**config.mk**
```make
export PLATFORM = sky130hd
export DESIGN_NAME = rv32_mem_arbiter
export DESIGN_NICKNAME = d
export VERILOG_FILES = /design/src/rtl/rv32_arb_pkg.sv /design/src/rtl/rv32_arb_pick.sv /design/src/rtl/rv32_mem_arbiter.sv
export SDC_FILE = /design/constraint.sdc
export NUM_CORES = 1
export LEC_CHECK = 0
export BUFFER_PORTS_ARGS = -buffer_cell sky130_fd_sc_hd__buf_4
export CELL_PAD_IN_SITES_DETAIL_PLACEMENT = 1
export CELL_PAD_IN_SITES_GLOBAL_PLACEMENT = 1
export CORE_MARGIN = 1.5
export CORE_UTILIZATION = 35
export DETAILED_ROUTE_END_ITERATION = 6
export PLACE_DENSITY_LB_ADDON = 0.1
export SYNTH_ARGS = -nofsm -noshare
export SYNTH_HDL_FRONTEND = slang
export SYNTH_SLANG_ARGS = --single-unit
```
**constraint.sdc**
```tcl
create_clock -name clk -period 2.2 [get_ports clk]
set_input_delay 0.55 -clock clk [delete_from_list [all_inputs] [get_ports clk]]
set_output_delay 0.55 -clock clk [all_outputs]
set_load 0.03 [all_outputs]
```
**src/rtl/rv32_arb_pkg.sv**
```systemverilog
// Shared encodings for the rv32 memory arbiter: FSM states, requester owner
// and the width of the grant-to-error timeout counter.
package rv32_arb_pkg;

    typedef enum logic [1:0] {
        IDLE  = 2'd0,
        ISSUE = 2'd1,
        WAIT  = 2'd2
    } arb_state_e;

    typedef enum logic {
        OWN_I = 1'b0,
        OWN_D = 1'b1
    } owner_e;

    // The counter must hold values up to TIMEOUT-1.
    function automatic int cnt_width(input int timeout);
        return (timeout <= 2) ? 1 : $clog2(timeout);
    endfunction

endpackage

```
**src/rtl/rv32_arb_pick.sv**
```systemverilog
// Two-way request picker. With RV32_ARB_RR_EN defined it alternates owners on
// contention; otherwise the load/store side always wins.
module rv32_arb_pick
    import rv32_arb_pkg::*;
(
    input  logic   i_req,
    input  logic   d_req,
    input  owner_e last_owner,
    output logic   gnt_i,
    output logic   gnt_d,
    output owner_e owner
);

`ifdef RV32_ARB_RR_EN
    always_comb begin
        owner = OWN_I;
        if (i_req && d_req) begin
            owner = (last_owner == OWN_I) ? OWN_D : OWN_I;
        end else if (d_req) begin
            owner = OWN_D;
        end
    end
`else
    // Fixed priority has no use for history.
    logic unused_last_owner;
    assign unused_last_owner = last_owner;

    always_comb begin
        owner = d_req ? OWN_D : OWN_I;
    end
`endif

    assign gnt_i = i_req && (owner == OWN_I);
    assign gnt_d = d_req && (owner == OWN_D);

endmodule

```
**src/rtl/rv32_mem_arbiter.sv**
```systemverilog
// Shares one variable-latency memory port between fetch (I) and load/store (D),
// one transaction at a time, with a timeout that turns a hung memory into an error.
// Arbitration policy selected by RV32_ARB_RR_EN (see rv32_arb_pick).
module rv32_mem_arbiter
    import rv32_arb_pkg::*;
#(
    parameter int AW      = 32,
    parameter int DW      = 32,
    parameter int TIMEOUT = 255
) (
    input  logic          clk,
    input  logic          reset_n,
    input  logic          i_req,
    input  logic [AW-1:0] i_addr,
    output logic          i_gnt,
    output logic          i_rvalid,
    output logic [DW-1:0] i_rdata,
    output logic          i_err,
    input  logic          d_req,
    input  logic          d_we,
    input  logic [AW-1:0] d_addr,
    input  logic [DW-1:0] d_wdata,
    output logic          d_gnt,
    output logic          d_rvalid,
    output logic [DW-1:0] d_rdata,
    output logic          d_err,
    output logic          mem_req,
    output logic          mem_we,
    output logic [AW-1:0] mem_addr,
    output logic [DW-1:0] mem_wdata,
    input  logic          mem_ready,
    input  logic          mem_rvalid,
    input  logic [DW-1:0] mem_rdata
);

    localparam int CW = cnt_width(TIMEOUT);
    // Firing one count early lands the error pulse exactly TIMEOUT cycles after grant.
    localparam logic [CW-1:0] CNT_LAST = CW'(TIMEOUT - 2);

    arb_state_e    state_q, state_d;
    owner_e        owner_q, owner_d;
    owner_e        pick_owner;
    logic          pick_gnt_i, pick_gnt_d;
    logic          we_q, we_d;
    logic [AW-1:0] addr_q, addr_d;
    logic [DW-1:0] wdata_q, wdata_d;
    logic [CW-1:0] cnt_q, cnt_d;
    logic          i_rvalid_q, i_rvalid_d, i_err_q, i_err_d;
    logic          d_rvalid_q, d_rvalid_d, d_err_q, d_err_d;
    logic [DW-1:0] i_rdata_q, i_rdata_d, d_rdata_q, d_rdata_d;
    logic          rsp_fire, rsp_err, timeout_hit;

    rv32_arb_pick u_pick (
        .i_req      (i_req),
        .d_req      (d_req),
        .last_owner (owner_q),
        .gnt_i      (pick_gnt_i),
        .gnt_d      (pick_gnt_d),
        .owner      (pick_owner)
    );

    assign i_gnt = reset_n && (state_q == IDLE) && pick_gnt_i;
    assign d_gnt = reset_n && (state_q == IDLE) && pick_gnt_d;
    assign timeout_hit = (cnt_q == CNT_LAST);

    always_comb begin
        state_d    = state_q;
        owner_d    = owner_q;
        we_d       = we_q;
        addr_d     = addr_q;
        wdata_d    = wdata_q;
        cnt_d      = cnt_q;
        i_rvalid_d = 1'b0;
        d_rvalid_d = 1'b0;
        i_rdata_d  = i_rdata_q;
        d_rdata_d  = d_rdata_q;
        i_err_d    = i_err_q;
        d_err_d    = d_err_q;
        rsp_fire   = 1'b0;
        rsp_err    = 1'b0;

        case (state_q)
            IDLE: begin
                if (i_gnt || d_gnt) begin
                    owner_d = pick_owner;
                    we_d    = d_gnt ? d_we : 1'b0;
                    addr_d  = d_gnt ? d_addr : i_addr;
                    wdata_d = d_gnt ? d_wdata : '0;
                    cnt_d   = '0;
                    state_d = ISSUE;
                end
            end
            ISSUE: begin
                cnt_d = cnt_q + 1'b1;
                if (timeout_hit) begin
                    rsp_fire = 1'b1;
                    rsp_err  = 1'b1;
                end else if (mem_ready) begin
                    state_d = WAIT;
                end
            end
            WAIT: begin
                cnt_d = cnt_q + 1'b1;
                // A real response beats a simultaneous timeout.
                if (mem_rvalid) begin
                    rsp_fire = 1'b1;
                end else if (timeout_hit) begin
                    rsp_fire = 1'b1;
                    rsp_err  = 1'b1;
                end
            end
            default: state_d = IDLE;
        endcase

        if (rsp_fire) begin
            state_d = IDLE;
            if (owner_q == OWN_D) begin
                d_rvalid_d = 1'b1;
                d_rdata_d  = rsp_err ? '0 : mem_rdata;
                d_err_d    = rsp_err;
            end else begin
                i_rvalid_d = 1'b1;
                i_rdata_d  = rsp_err ? '0 : mem_rdata;
                i_err_d    = rsp_err;
            end
        end
    end

    always_ff @(posedge clk) begin
        if (!reset_n) begin
            state_q    <= IDLE;
            owner_q    <= OWN_I;
            we_q       <= 1'b0;
            addr_q     <= '0;
            wdata_q    <= '0;
            cnt_q      <= '0;
            i_rvalid_q <= 1'b0;
            i_rdata_q  <= '0;
            i_err_q    <= 1'b0;
            d_rvalid_q <= 1'b0;
            d_rdata_q  <= '0;
            d_err_q    <= 1'b0;
        end else begin
            state_q    <= state_d;
            owner_q    <= owner_d;
            we_q       <= we_d;
            addr_q     <= addr_d;
            wdata_q    <= wdata_d;
            cnt_q      <= cnt_d;
            i_rvalid_q <= i_rvalid_d;
            i_rdata_q  <= i_rdata_d;
            i_err_q    <= i_err_d;
            d_rvalid_q <= d_rvalid_d;
            d_rdata_q  <= d_rdata_d;
            d_err_q    <= d_err_d;
        end
    end

    assign i_rvalid  = i_rvalid_q;
    assign i_rdata   = i_rdata_q;
    assign i_err     = i_err_q;
    assign d_rvalid  = d_rvalid_q;
    assign d_rdata   = d_rdata_q;
    assign d_err     = d_err_q;
    assign mem_req   = (state_q == ISSUE);
    assign mem_we    = mem_req && we_q;
    assign mem_addr  = mem_req ? addr_q : '0;
    assign mem_wdata = mem_req ? wdata_q : '0;

endmodule

```
==> results by group, run 1 <==
Setup path
  • CP Capture Type: output pin
  • Crit path DAT: 1550 ps
  • Worst Setup SP: state_q[1]
  • CP max FO: 32
  • Reg2Reg Capture Point: d_rdata[2]
  • FF-to-FF setup slack: 210 ps
  • Critical path destination: mem_wdata[9]
  • Worst setup path category: flip-flop to output pin
  • FF-to-FF Start: state_q[1]
  • Critical Path Start Type: flip-flop
  • Worst Reg-to-Reg Cells: 8
  • Worst endpoint required time: 1650 ps

STA
  • Fin. max-slew vios: 0
  • Least-Margin Pin Slew: 618 ps
  • Fin. Hold Viols: 0
  • Worst setup margin: 95.4 ps
  • Period utilization: 95.7%
  • Total Neg Setup Slack: 0 ps
  • Clock skew: 10.2 ps
  • Max Freq: 475 MHz
  • # setup viols final: 0
  • Min Hold Slack: 379 ps
  • Final Critical Period: 2100 ps
  • Relative slew slack: 58.6%
  • Unrepaired setup endpoints after global routing: no

Clock network
  • Clock buffer depth: 2
  • Root Driver: clkbuf_16
  • Cts-stage hold buffer count: 0
  • CTS sink count: 144
  • Clock transition at path regs: 70 ps
  • CTS tree: yes
  • Clk_lat worst skew: 440 ps
  • CTS Buf Count: 17
  • H-tree depth: 4

Synthesis
  • Top-area cell type share of the netlist area: 43.8%
  • Synthesized cell area: 6580 µm²
  • Leading register cell type out of synthesis: dfxtp_1
  • Synth area leader: dfxtp_1
  • Most frequent cell after synthesis: dfxtp_1
  • Async SR Flop Fraction: 0%
  • YS warnings: 0
  • Sequential area share after synthesis: 43.8%
  • EDFF count, synth: 0
  • Mean Syn Cell Area: 8.62 µm²
  • Synth unique cells: 40
  • Synth Register Bits: 144
  • Synth area leaders: dfxtp_1 (44%), and2_1 (6.3%), nand4_1 (6.1%), o21ai_0 (5.6%), o211a_1 (4.9%)
  • Post-synthesis cell count: 764
  • Commonest cells in the netlist: dfxtp_1 (144), o21ai_0 (74), nand2_1 (70), and2_1 (66), nand4_1 (64)
  • Post-Syn Nets: 906

GRT
  • Largest net degree at the start of global routing: 68
  • GRT Total Usage: 23.8%
  • First-pass GRT wire length: 37000 µm
  • Initial antenna violation count: 0
  • GRT overflow: 0
  • Vias in the first global route: 6809

Final layout
  • Final Cell Area: 9610 µm²
  • Share of cells above drive strength 1: 33.9%
  • Multi-input gate area: 3410 µm²
  • Final nets: 1140
  • Finished Layout Cells: 1240
  • Register area: 2890 µm²
  • Layout overhead on the synthesized area: 46.0%
  • Fillers: 2120
  • Inserted Diodes: 0
  • Final Core Density: 52.8%

Routing
  • TritonRoute pass-1 iters: 5
  • DRT Wirelength: 23200 µm
  • Antenna viol nets, final: 0
  • Total number of vias: 6630
  • Post-route DRC: 0
  • DR vias/cell: 5.35
  • Iteration-0 DRC Markers: 310
  • WL/cell: 18.7 µm

Placement
  • Port buffer count: 270
  • Placed insts: 1205
  • Post-DP HPWL: 15400 µm
  • Area post-placement: 8880 µm²
  • Final RePlAce weighted congestion: 0.754
  • Pre-CTS WS: 107 ps

Die
  • Core area: 18200 µm²
  • Row Count: 49
  • Chip Width: 140 µm
  • Starting Density: 36.2%
  • # IOs: 271
  • Die area: 19600 µm²
  • Die height: 140 µm

Hold path
  • Hold Crit Start: mem_rdata[19]
  • Worst hold path class: input pin to flip-flop

Power
  • Total Power: 8.52 mW
  • Pleak: 4.27 nW
  • Power Density: 886 nW/µm²
  • Worst vdd ir: 550 µV

Status
  • Outcome: completed

Flow run
  • MaxCap Viol Count: 0
==> registers in the layout, indices dropped and copies added (netlist names) <==
register and count:
state_q 2, d_rdata 32, i_err 1, i_rdata 32
d_rvalid 1, cnt_q 8, wdata_q 32, i_rvalid 1
addr_q 32, d_err 1, we_q 1, owner_q 1
==> layer usage <==
layer | global-route usage [%] | wire length [µm] | vias up
met1 | 29.9 | 10300 | 3188
met2 | 38.3 | 10700 | 212
met4 | 6.59 | 329 | 0
li1 | - | - | 3204
met3 | 8.72 | 1880 | 26
met5 | 0 | 0 | -
==> cell type report <==
type | instances | share of cell area [%]
Multi-Input combinational cell | 533 | 35.5
Sequential cell | 144 | 30.0
Timing Repair Buffer | 295 | 25.2
Clock buffer | 19 | 4.61
Tap cell | 229 | 2.98
Clock inverter | 13 | 1.34
Inverter | 7 | 0.299
==> worst max-delay path: stages, from the launching register on <==
cell and delay [ps]:
dfxtp_2 330, inv_4 80, ha_4 170, buf_12 180, and2_1 180, buf_6 140
==> placed cells by master (no fill, tap or decap), drive strengths merged, types with 2 or more instances in the layout <==
| cell | n |
|---|---|
| a211oi | 2 |
| o211ai | 2 |
| and2 | 66 |
| nand3 | 37 |
| clkinvlp | 5 |
| or3 | 2 |
| o21ai | 74 |
| a21boi | 69 |
| nand4 | 65 |
| o21a | 2 |
| o2111ai | 3 |
| inv | 12 |
| a22oi | 33 |
| and3 | 5 |
| xor2 | 4 |
| dfxtp | 144 |
| nor2 | 7 |
| buf | 295 |
| and4 | 2 |
| o211a | 32 |
| a21oi | 4 |
| nor2b | 35 |
| nand2 | 70 |
| clkinv | 2 |
| clkbuf | 19 |
| ha | 7 |
==> timing repair <==
| item | in CTS | in global routing |
|---|---|---|
| hold endpoints to repair | 0 | 0 |
| setup endpoints to repair | 66 | 39 |
| gates cloned | 1 | 0 |
| gates resized for setup | 24 | 13 |
| pin swaps | 1 | 1 |
| buffers inserted | 3 | 1 |
==> power breakdown <==
group,switching [mW],internal (mW),leakage [nW]
Combinational,1.65,1.06,2.84
Sequential,0.139,2.83,1.17
Clock,1.23,1.60,0.264
==> cells by family (layout without fill, tap and decap cells) <==
logic type / Yosys count / after routing / share of synthesized area [%]
adders and majority gates: 7 / 7 / 1.33
and+or+nand+nor: 294 / 294 / 24.5
DFF: 144 / 144 / 43.8
buffers and inverters: 87 / 334 / 5.40
AOI/OAI and AO/OA: 228 / 228 / 24.4
xor gates and xnor gates: 4 / 4 / 0.532
==> worst min-delay path by stage <==
stage / end / slack (ps) / cells past startpoint
floorplan: addr_q[0] / 460 / 1
global placement: d_rdata[26] / 460 / 2
detailed placement: d_rdata[26] / 470 / 2
CTS: i_rdata[19] / 360 / 3
global route: i_rdata[19] / 370 / 3
finish: i_rdata[19] / 380 / 3
No activity file was read; power rests on OpenSTA's default activity.
==> run 2: changes to the inputs <==
--- a/config.mk
+++ b/config.mk
@@ -8,10 +8,11 @@
 export BUFFER_PORTS_ARGS = -buffer_cell sky130_fd_sc_hd__buf_4
 export CELL_PAD_IN_SITES_DETAIL_PLACEMENT = 1
 export CELL_PAD_IN_SITES_GLOBAL_PLACEMENT = 1
-export CORE_MARGIN = 1.5
+export CORE_MARGIN = 5
 export CORE_UTILIZATION = 35
 export DETAILED_ROUTE_END_ITERATION = 6
 export PLACE_DENSITY_LB_ADDON = 0.1
+export RECOVER_POWER = 100
 export SYNTH_ARGS = -nofsm -noshare
 export SYNTH_HDL_FRONTEND = slang
 export SYNTH_SLANG_ARGS = --single-unit
==> constraint.sdc (replaced) <==
create_clock -name clk -period 2.2 [get_ports clk]
set_input_delay 0.55 -clock clk [delete_from_list [all_inputs] [get_ports clk]]
set_output_delay 0.55 -clock clk [all_outputs]
set_load 0.005 [all_outputs]
==> run 2 against run 1 <==
  * Total power rose by 7.5%
  * Sequential share of layout area fell by 1.3 points
  * Die area rose by 10%
  * Clock-buffer cell count fell by 1
  * Register-to-register slack barely moved
  * Global-route usage fell by 2.1 points
  * Clock power rose by 13%
  * Combinational power rose by 9.6%
  * Hold slack improved by 13 ps
  * Final area rose by 4.7%
  * Non-clock buffer count rose by 14
  * Critical path depth rose by 1
==> results by group, run 2 (synthesized netlist as in run 1, its figures left out) <==
Status
  • Outcome: completed

Routing
  • WL/cell: 19.6 µm
  • DR vias/cell: 5.33
  • TritonRoute pass-1 iters: 5
  • Post-route DRC: 0
  • Iteration-0 DRC Markers: 255
  • Total number of vias: 6709
  • DRT Wirelength: 24700 µm
  • Antenna viol nets, final: 0

Die
  • Core area: 18600 µm²
  • # IOs: 271
  • Die height: 147 µm
  • Starting Density: 35.3%
  • Row Count: 50
  • Die area: 21700 µm²
  • Chip Width: 147 µm

Final layout
  • Layout overhead on the synthesized area: 52.8%
  • Inserted Diodes: 0
  • Share of cells above drive strength 1: 38.8%
  • Most common cell after layout, fill and taps aside: buf_4
  • Fillers: 2190
  • Register area: 2890 µm²
  • Final Core Density: 54.0%
  • Final nets: 1154
  • Commonest cells after routing, fill and taps aside: buf_4 (256), dfxtp_1 (142), o21ai_0 (74), nand2_1 (70), nand4_1 (64)
  • Final Cell Area: 10100 µm²
  • Multi-input gate area: 3520 µm²

Clock network
  • Clock transition at path regs: 60 ps
  • CTS Buf Count: 17
  • Root Driver: clkbuf_16
  • H-tree depth: 4
  • Clk_lat worst skew: 430 ps
  • Clock buffer depth: 2
  • CTS sink count: 144
  • CTS tree: yes

GRT
  • Vias in the first global route: 7025
  • First-pass GRT wire length: 37900 µm
  • GRT overflow: 0
  • Largest net degree at the start of global routing: 109
  • Initial antenna violation count: 0
  • GRT Total Usage: 21.7%

STA
  • Fin. max-slew vios: 0
  • Fin. Hold Viols: 0
  • Unrepaired setup endpoints after global routing: yes
  • Worst setup margin: 29.7 ps
  • Least-Margin Pin Slew: 467 ps
  • Total Neg Setup Slack: 0 ps
  • # setup viols final: 0
  • Period utilization: 98.6%
  • Max Freq: 461 MHz
  • Clock skew: 10.4 ps
  • Final Critical Period: 2170 ps
  • Relative slew slack: 68.7%

Setup path
  • Worst setup path category: flip-flop to output pin
  • CP Capture Type: output pin
  • Crit path DAT: 1620 ps
  • Slowest cell on crit path: dfxtp_4
  • Crit-path cells: inv_6, ha_4, buf_6, clkbuf_16, and2_4, buf_6
  • Most frequent CP cell: buf_6
  • CP max FO: 7
  • CP Buf/Inv Count: 4
  • Slowest cell delay on critical path: 360 ps
  • Worst endpoint required time: 1650 ps
  • Top delay family on crit path: buffers and inverters
  • Critical Path Start Type: flip-flop

Placement
  • Pre-CTS WS: 275 ps
  • Final RePlAce weighted congestion: 0.762
  • Area post-placement: 8920 µm²
  • Port buffer count: 270
  • Post-DP HPWL: 16000 µm

Hold path
  • Worst hold path class: input pin to flip-flop

Power
  • Power Density: 910 nW/µm²
  • Total Power: 9.16 mW
  • Worst vdd ir: 562 µV
  • Pleak: 4.49 nW

Flow run
  • MaxCap Viol Count: 0
-- run 2: changes by cell type in the layout (fill, tap and decap cells not counted), sizes merged --
| cell | delta |
|---|---|
| inv | -4 |
| clkinv | +2 |
| bufinv | +4 |
| buf | +11 |
| clkinvlp | -1 |
| clkbuf | +2 |
-- run 2: path summary, 6_finish.rpt --
path	startpoint	end	slack, ps	cells after the start
setup / recovery	state_q[1]	mem_addr[1]	30	6
hold / removal	mem_rdata[13]	d_rdata[13]	390	3
setup reg to reg	state_q[1]	i_rdata[29]	220	9
hold reg to reg	d_rdata[8]	d_rdata[8]	470	2
-- run 2: worst register-to-register path, stage by stage (launching register included) --
cell and delay [ps]:
dfxtp_4 370, inv_6 50, ha_4 200, buf_6 140
buf_8 130, buf_4 150, o2111ai_4 270, buf_12 270
nand4_1 150, a21boi_0 170
-- run 2: timing repair --
| item | CTS | global route |
|---|---|---|
| gates cloned | 1 | 4 |
| setup buffers | 0 | 8 |
| gates resized for setup | 6 | 89 |
| setup endpoints to repair | 56 | 27 |
| pin swaps | 0 | 26 |
| hold buffers | 0 | 0 |
-- run 2: area by class of cell --
cell class / instances / area share (%)
inverter: 7 / 0.311
clock inverter: 14 / 2.11
timing repair buffer: 309 / 26.6
multi-input combinational: 533 / 35.0
clock buffer: 18 / 4.37
sequential: 144 / 28.7
tap: 234 / 2.91
-- run 2: layer usage --
metal | part of all wire, % | vias up | GRT usage [%]
met2 | 47 | 219 | 35.9
met4 | 1.5 | 0 | 5.50
met3 | 9.2 | 31 | 9.59
met5 | 0 | - | 0
met1 | 42 | 3230 | 25.8
li1 | - | 3229 | -
-- run 2: per-stage QoR --
stage	hold slack, ps	cells
finish	392	1259
global route	378	1259
CTS	372	1247
detailed placement	468	1214
global placement	460	1214
floorplan	464	764
-- run 2: power breakdown --
part	total, mW	switching, mW	leakage (nW)	internal, mW
registers	2.96	0.135	1.17	2.83
clock network	3.22	1.18	0.308	2.04
logic	2.97	1.59	3.01	1.38
total	9.16	2.91	4.49	6.25
==> run 3: changes to the inputs <==
--- a/config.mk
+++ b/config.mk
@@ -5,14 +5,16 @@
 export SDC_FILE = /design/constraint.sdc
 export NUM_CORES = 1
 export LEC_CHECK = 0
+export ABC_AREA = 1
 export BUFFER_PORTS_ARGS = -buffer_cell sky130_fd_sc_hd__buf_4
 export CELL_PAD_IN_SITES_DETAIL_PLACEMENT = 1
 export CELL_PAD_IN_SITES_GLOBAL_PLACEMENT = 1
 export CORE_MARGIN = 5
-export CORE_UTILIZATION = 35
+export CORE_UTILIZATION = 31
 export DETAILED_ROUTE_END_ITERATION = 6
 export PLACE_DENSITY_LB_ADDON = 0.1
 export RECOVER_POWER = 100
+export SLEW_MARGIN = 30
 export SYNTH_ARGS = -nofsm -noshare
 export SYNTH_HDL_FRONTEND = slang
 export SYNTH_SLANG_ARGS = --single-unit
==> run 3 against run 2 <==
  * Clock skew about the same
  * Routed wire length decreased by 7.7%
  * Sequential share of layout area increased by 2.2 points
  * Sequential cell count unchanged
==> results by group, run 3 <==
Status
  • Outcome: completed

Routing
  • Iteration-0 DRC Markers: 245
  • WL/cell: 15.0 µm
  • Total number of vias: 6746
  • TritonRoute pass-1 iters: 4
  • Antenna viol nets, final: 0
  • Post-route DRC: 0
  • DRT Wirelength: 22800 µm
  • DR vias/cell: 4.44

GRT
  • Vias in the first global route: 6948
  • GRT Total Usage: 18.5%
  • GRT overflow: 0
  • Initial antenna violation count: 0
  • Largest net degree at the start of global routing: 85
  • First-pass GRT wire length: 36200 µm

Synthesis
  • EDFF count, synth: 0
  • Sequential area share after synthesis: 43.8%
  • Post-synthesis cell count: 987
  • Synth unique cells: 24
  • Commonest cells in the netlist: nand2_1 (229), nor2_1 (201), inv_1 (182), dfxtp_1 (144), o21ai_0 (67)
  • Most frequent cell after synthesis: nand2_1
  • Mean Syn Cell Area: 6.67 µm²
  • Synthesized cell area: 6580 µm²
  • Leading register cell type out of synthesis: dfxtp_1
  • Synth area leaders: dfxtp_1 (44%), nand2_1 (13%), nor2_1 (11%), inv_1 (10%), o21ai_0 (5.1%)
  • Synth Register Bits: 144
  • Synth area leader: dfxtp_1
  • Post-Syn Nets: 1129
  • Async SR Flop Fraction: 0%
  • Top-area cell type share of the netlist area: 43.8%
  • YS warnings: 0

Setup path
  • Crit-path cells: inv_4, ha_4, buf_6, nand2_1, inv_1, clkbuf_4
  • Slowest cell delay on critical path: 340 ps
  • Worst endpoint required time: 1650 ps
  • CP Capture Type: output pin
  • FF-to-FF setup slack: 340 ps
  • Top delay family on crit path: buffers and inverters
  • Critical Path Start Type: flip-flop
  • FF-to-FF Start: cnt_q[1]
  • Slowest cell on crit path: dfxtp_2
  • CP max FO: 16
  • Crit path DAT: 1550 ps
  • CP Buf/Inv Count: 4
  • Worst setup path category: flip-flop to output pin
  • Worst Setup SP: state_q[1]

Clock network
  • H-tree depth: 4
  • Clock buffer depth: 2
  • CTS sink count: 144
  • Clk_lat worst skew: 410 ps
  • CTS Buf Count: 17
  • Clock transition at path regs: 70 ps
  • Postcts setup bufs: 0
  • Cts-stage hold buffer count: 0
  • Root Driver: clkbuf_16
  • CTS tree: yes

Placement
  • Area post-placement: 8850 µm²
  • Pre-CTS WS: 280 ps
  • Post-DP HPWL: 16200 µm
  • Port buffer count: 270
  • Final RePlAce weighted congestion: 0.752

STA
  • Clock skew: 10.3 ps
  • Period utilization: 95.2%
  • Fin. max-slew vios: 0
  • Final Critical Period: 2100 ps
  • Unrepaired setup endpoints after global routing: no
  • Min Hold Slack: 336 ps
  • Least-Margin Pin Slew: 923 ps
  • Worst setup margin: 105 ps
  • Total Neg Setup Slack: 0 ps
  • Relative slew slack: 38.5%
  • # setup viols final: 0
  • Fin. Hold Viols: 0
  • Max Freq: 477 MHz

Power
  • Power Density: 891 nW/µm²
  • Worst vdd ir: 548 µV
  • Pleak: 5.12 nW

Final layout
  • Layout overhead on the synthesized area: 42.1%
  • Inserted Diodes: 0
  • Final Cell Area: 9350 µm²
  • Commonest cells after routing, fill and taps aside: nand2_1 (230), nor2_1 (202), inv_1 (179), buf_4 (158), dfxtp_1 (142)
  • Share of cells above drive strength 1: 23.4%
  • Fillers: 2748
  • Most common cell after layout, fill and taps aside: nand2_1
  • Final nets: 1374

Die
  • Starting Density: 31.4%
  • Row Count: 53
  • Die area: 24200 µm²
  • Die height: 156 µm
  • # IOs: 271
  • Core area: 21000 µm²
  • Chip Width: 156 µm

Hold path
  • Worst hold path class: input pin to flip-flop
  • Hold Crit Start: d_wdata[1]

Flow run
  • MaxCap Viol Count: 0
## run 3: changes by cell type in the layout (fill, tap and decap cells not counted), moves of 35 or more
cell,delta
nor2b_1,-35
inv_1,+174
nand4_1,-62
a21boi_1,-40
and2_4,-45
nand2_1,+160
clkbuf_4,+81
buf_4,-98
clkbuf_1,+35
nor2_1,+196
## run 3: where the power goes
part | switching (mW) | internal (mW) | total, mW
sequential | 0.200 | 2.96 | 3.16
clock | 1.21 | 1.83 | 3.04
combinational | 1.22 | 0.905 | 2.13
## run 3: layout make-up
type	instances	area, µm²	share of cell area, %
multi-input cells	602	2740	29.4
clock inverters	14	178	1.90
flip-flops and latches	144	2890	30.9
clock buffers	18	439	4.70
repair buffers	285	2070	22.2
inverters	182	686	7.34
well taps	275	344	3.68
## run 3: worst paths after layout
kind                 end  cells after the start
max          mem_addr[0]                      6
min           wdata_q[1]                      2
max reg2reg  i_rdata[30]                     11
min reg2reg     cnt_q[5]                      2
## run 3: kinds of logic after synthesis
| group | count (synthesis) | share of synthesized area [%] |
|---|---|---|
| AO/OA/AOI/OAI | 112 | 11.3 |
| XOR/XNOR | 2 | 0.266 |
| adder cells (fa/ha/maj) | 7 | 1.33 |
| buffers and inverters | 241 | 14.6 |
| flip-flops | 144 | 43.8 |
| AND/OR/NAND/NOR | 481 | 28.7 |
## run 3: per-stage QoR
step,power [mW],util (%),std cells
after floorplan,4.31,-,987
after global placement,5.26,42.2,1486
after detailed placement,5.30,42.2,1486
after CTS,8.51,45.4,1519
after global routing,8.87,44.6,1520
final,8.33,44.6,1520
## run 3: metal layers
| layer | wire length, µm | track usage [%] |
|---|---|---|
| met3 | 1900 | 7.18 |
| met2 | 10800 | 30.8 |
| met5 | 0 | 0 |
| met4 | 461 | 5.63 |
| met1 | 9590 | 22.2 |
## run 3: repair_timing
action                     4_1_cts  5_1_grt
setup endpoints to repair       66       13
resized for setup                5        4
cloned                           1        1
